[src/rtl/fetch_line_ctrl.sv]
// Fetch sequencer between the frontend, a single-line fetch buffer and the I-cache.
// Hits are answered from the buffer; misses read one line, refill the buffer and return the word.
module fetch_line_ctrl #(
  parameter int LINE_BITS = 256,
  parameter int CNT_W     = 32
) (
  input  logic                 clk,
  input  logic                 rst,
  input  logic                 fetch_req,
  input  logic [31:0]          fetch_addr,
  output logic                 fetch_ready,
  output logic                 fetch_resp,
  output logic [31:0]          fetch_rdata,
  output logic [31:0]          fetch_resp_addr,
  input  logic                 flush,
  input  logic [LINE_BITS-1:0] linebuffer_line,
  input  logic [31:0]          linebuffer_addr,
  input  logic                 linebuffer_valid,
  output logic                 lb_fill,
  output logic [LINE_BITS-1:0] lb_fill_line,
  output logic [31:0]          lb_fill_addr,
  output logic                 icache_req,
  output logic [31:0]          icache_addr,
  input  logic [LINE_BITS-1:0] icache_rdata,
  input  logic                 icache_resp,
  output logic [CNT_W-1:0]     perf_hits,
  output logic [CNT_W-1:0]     perf_misses
);

  localparam logic [1:0] IDLE      = 2'd0;
  localparam logic [1:0] MISS_WAIT = 2'd1;
  localparam logic [1:0] DISCARD   = 2'd2;

  logic [1:0]  state;
  logic [31:0] miss_addr;
  logic        hit;
  logic        accept;
  logic [31:0] hit_data;
  logic [31:0] miss_data;

  assign fetch_ready = (state == IDLE);
  assign accept      = fetch_ready && fetch_req && !flush;
  assign hit         = linebuffer_valid && (linebuffer_addr[31:5] == fetch_addr[31:5]);
  assign hit_data    = linebuffer_line[{fetch_addr[4:2], 5'b00000} +: 32];
  // The missed word comes straight from the returning line, not from the buffer.
  assign miss_data   = icache_rdata[{miss_addr[4:2], 5'b00000} +: 32];

  always_ff @(posedge clk) begin
    if (rst) begin
      state           <= IDLE;
      miss_addr       <= '0;
      fetch_resp      <= 1'b0;
      fetch_rdata     <= '0;
      fetch_resp_addr <= '0;
      lb_fill         <= 1'b0;
      lb_fill_line    <= '0;
      lb_fill_addr    <= '0;
      icache_req      <= 1'b0;
      icache_addr     <= '0;
      perf_hits       <= '0;
      perf_misses     <= '0;
    end else begin
      fetch_resp <= 1'b0;
      lb_fill    <= 1'b0;
      case (state)
        IDLE: begin
          if (accept) begin
            if (hit) begin
              fetch_resp      <= 1'b1;
              fetch_rdata     <= hit_data;
              fetch_resp_addr <= {fetch_addr[31:2], 2'b00};
              perf_hits       <= perf_hits + CNT_W'(1);
            end else begin
              miss_addr   <= {fetch_addr[31:2], 2'b00};
              icache_req  <= 1'b1;
              icache_addr <= {fetch_addr[31:5], 5'b00000};
              perf_misses <= perf_misses + CNT_W'(1);
              state       <= MISS_WAIT;
            end
          end
        end
        MISS_WAIT, DISCARD: begin
          if (icache_resp) begin
            lb_fill      <= 1'b1;
            lb_fill_line <= icache_rdata;
            lb_fill_addr <= {miss_addr[31:5], 5'b00000};
            icache_req   <= 1'b0;
            state        <= IDLE;
            // A flush that lands with the response still refills but drops the word.
            if (state == MISS_WAIT && !flush) begin
              fetch_resp      <= 1'b1;
              fetch_rdata     <= miss_data;
              fetch_resp_addr <= miss_addr;
            end
          end else if (state == MISS_WAIT && flush) begin
            state <= DISCARD;
          end
        end
        default: begin
          icache_req <= 1'b0;
          state      <= IDLE;
        end
      endcase
    end
  end

endmodule
[config.mk]
export PLATFORM = sky130hd
export DESIGN_NAME = fetch_line_ctrl
export DESIGN_NICKNAME = d
export VERILOG_FILES = /design/src/rtl/fetch_line_ctrl.sv
export SDC_FILE = /design/constraint.sdc
export NUM_CORES = 1
export LEC_CHECK = 0
export BUFFER_PORTS_ARGS = -buffer_cell sky130_fd_sc_hd__buf_2
export CAP_MARGIN = 40
export CORE_AREA = 2 2 404 406
export DETAILED_ROUTE_END_ITERATION = 10
export DIE_AREA = 0 0 406 408
export SYNTH_ARGS = -nofsm -noshare
export SYNTH_HDL_FRONTEND = slang
export SYNTH_SLANG_ARGS = --single-unit
[constraint.sdc]
create_clock -name clk -period 7.1 [get_ports clk]
set_input_delay 1.42 -clock clk [delete_from_list [all_inputs] [get_ports clk]]
set_output_delay 1.42 -clock clk [all_outputs]
set_load 0.1 [all_outputs]
==> flow_summary.toml <==
[yosys]
yosys.area_share.xor_xnor_pct = 3.31
synth_adder_area_share_pct = 0.364
synth_common_cells = "663 x nand2_1, 444 x dfxtp_1, 329 x a21oi_1"
yosys-top-cells-area = "dfxtp_1 43%, mux4_2 14%, nand2_1 12%"
synth_cell_type_count = 47
synth_top_family_by_area = "simple AND/OR/NAND/NOR gates"
ys_ff_latch = 444
synth_enable_flop_cells = 0
yosys_warnings = 0
yosysTopAreaCell = "dfxtp_1"
synth-compound-area-share_pct = 13.8
yosys.cell_count.top_type = "nand2_1"
yosys.area_share.simple_pct = 18.5
synthArstFlopShare_pct = 0
synthMuxAreaShare_pct = 15.6
ys.flop_type = "dfxtp_1"
ys_seq_area_share_pct = 43.1
synth_top_area_share_pct = 43.1
synth_area_mm2 = 0.0206
avgSynthCellArea_um2 = 8.70
postSynthCellCount = 2372

[placement]
gp_congestion = 0.984
dp_hpwl_mm = 116
place.port_buffers = 1014

[drt]
post-route-drc-count = 0
drt_iter0_markers = 2143
vias = 22900
final_antenna_net_count = 0
routed_via_density = 4.14
wl_per_cell_um = 25.8
wl_mm = 143
dr.pass1.iters = 5

[timing]
clock_skew_ps = 32.2
post-route-min-period_ps = 3950
finalCritPeriodShare_pct = 55.6
drv_slew = 0
worst_slew_pin_slew_ps = 1430
max_clock_freq_mhz = 253
setup_violations = 0
grt_setup_unrepaired = "false"
slew_headroom_pct = 4.58
final.setup.tns_ps = 0
hold_viol_final = 0

[run]
maxCapViolCount = 0

[clocking]
cts.path.max_buffers = 3
clkLatencyLatePin_ps = 680
postCtsSetupBuffers = 0
clkSinkCount = 444
cts-resized-gates = 0
cts-htree-levels = 2
root_buffer = "clkbuf_16"
cts_tree = "done"
cts-hold-fix-buffers = 0
path_clk_slew_ps = 60
cts-buffers-inserted = 55

[critical_path]
max_stage_delay_ps = 820
cp.required_ps = 7650
crit_start = "state[0]$_SDFFE_PP0P_"
cp-start-kind = "flip-flop"
critPathCaptureType = "flip-flop"
crit_chain = "inv_1 > ha_2 > buf_4 > buf_16 > a2111oi_0 > buf_2 > a31o_4 > buf_4 > nor2_1 > a211oi_1"
cpMostUsedCell = "buf_4"
critPathSlowestCell = "a2111oi_0"
worstPathMaxFanout = 48
arrival_ps = 4500
path_class = "reg2reg"
crit-reg2reg-launch = "state[0]$_SDFFE_PP0P_"

[run_status]
status = "finished clean"

[floorplan]
initial_core_util_pct = 12.8
coreArea_mm2 = 0.162
fp.dieH_um = 408
dieWidth_um = 406
dieArea_mm2 = 0.166
io_pins = 1034
fp-row-count = 148

[global_route]
grt_usage_pct = 16.3
use_met2_pct = 26.6
met3_usage_pct = 4.57
grt_use_met1_pct = 19.7
grt_pass1_vias = 21200
grt_antenna_before_repair = 96
grt_pass1_wl_mm = 185
grt_overflow = 0
grt_max_degree = 157
grt.busiest_layer = "met2"

[power]
p_int_mw = 5.17
power_switching_share_pct = 46.7
p_switching_mw = 4.53
total_power_mw = 9.70
power.share.clock_pct = 30.5
seq_power_share_pct = 29.9
p_comb_share_pct = 39.7
p_leak_nw = 11.9
pwr_density_cell_mw_per_mm2 = 324
vdd_drop_max_mv = 0.213

[finish]
nFillCells = 18300
finalNetCount = 3845
area_delta_synth_final_pct = 44.9
drive_gt1_share_pct = 39.0

[hold_path]
hold_path.class = "reg2reg"
min_from = "lb_fill_line[160]$_SDFFE_PP0P_"
-- cells by family after synthesis --
logic type | Yosys count
DFF | 444
and+or+nand+nor | 935
xor gates and xnor gates | 78
AOI/OAI and AO/OA | 498
other | 1
adders and majority gates | 6
muxes | 161
buffers and inverters | 249
-- path summary, 6_finish.rpt --
check | endpoint | slack (ps) | cells past startpoint
hold reg to reg | lb_fill_line[160]$_SDFFE_PP0P_ | 450 | 2
setup / recovery | fetch_resp_addr[17]$_SDFFE_PP0P_ | 3150 | 10
setup reg to reg | fetch_resp_addr[17]$_SDFFE_PP0P_ | 3150 | 10
hold / removal | lb_fill_line[160]$_SDFFE_PP0P_ | 450 | 2
-- sequential cells by signal, summed over array words and instances (netlist names) --
name / cells
miss_addr: 30
fetch_rdata: 32
lb_fill_addr: 27
perf_hits: 32
lb_fill_line: 256
lb_fill: 1
fetch_resp_addr: 30
fetch_resp: 1
icache_req: 1
state: 2
perf_misses: 32
-- critical path, delay by kind of cell, from the launching register on --
family,cells,cell delay (ps)
compound gates,3,1680
buf+inv,5,1360
flops,1,400
fa+ha+maj,1,270
simple gates,1,100
-- cells in the final DEF, fill, tap and decap left out, drive strengths merged, types with 59 or more instances in the layout --
cell type / n
buf: 1047
nand2: 663
dfxtp: 444
a21oi: 329
mux4: 128
nor2: 127
clkbuf: 73
o22ai: 64
xnor2: 61
diode: 59
-- power groups by stage --
stage               combinational (mW)  sequential, mW  clock, mW
finish                            3.85            2.90       2.95
global placement                  3.84            2.94          0
global route                      4.00            2.92       3.13
CTS                               3.87            2.89       3.05
detailed placement                3.86            2.94          0
floorplan                         1.08            4.65          0
-- routing by layer --
| metal | wire length [µm] | up-vias | share of wire [%] |
|---|---|---|---|
| met5 | 209 | - | 0.15 |
| met4 | 7020 | 30 | 4.9 |
| met3 | 13100 | 279 | 9.2 |
| met2 | 66500 | 1291 | 47 |
| met1 | 55800 | 11300 | 39 |
| li1 | - | 10000 | - |
-- final cells by class --
cell class              count  area (µm²)  area share, %
multi-input cells        1690       10700           35.9
flip-flops and latches    444        8900           29.8
repair buffers           1048        5490           18.3
well taps                2175        2720           9.10
clock buffers              73        1500           5.03
clock inverters            26         332           1.11
diodes                     59         148          0.494
inverters                  18        67.6          0.226
-- through the flow --
step	hold slack (ps)	area [µm²]	util [%]	instances	worst slack [ps]
4_1_cts	451	29800	18.4	5474	3090
2_1_floorplan	444	20700	-	2383	3600
5_1_grt	468	29800	18.5	5510	2830
3_5_place_dp	443	27900	17.3	5375	2630
6_report	450	29900	18.5	5533	3150
3_3_place_gp	440	27800	17.2	5369	2300
Note: power is estimated with default switching activity, not from simulation.
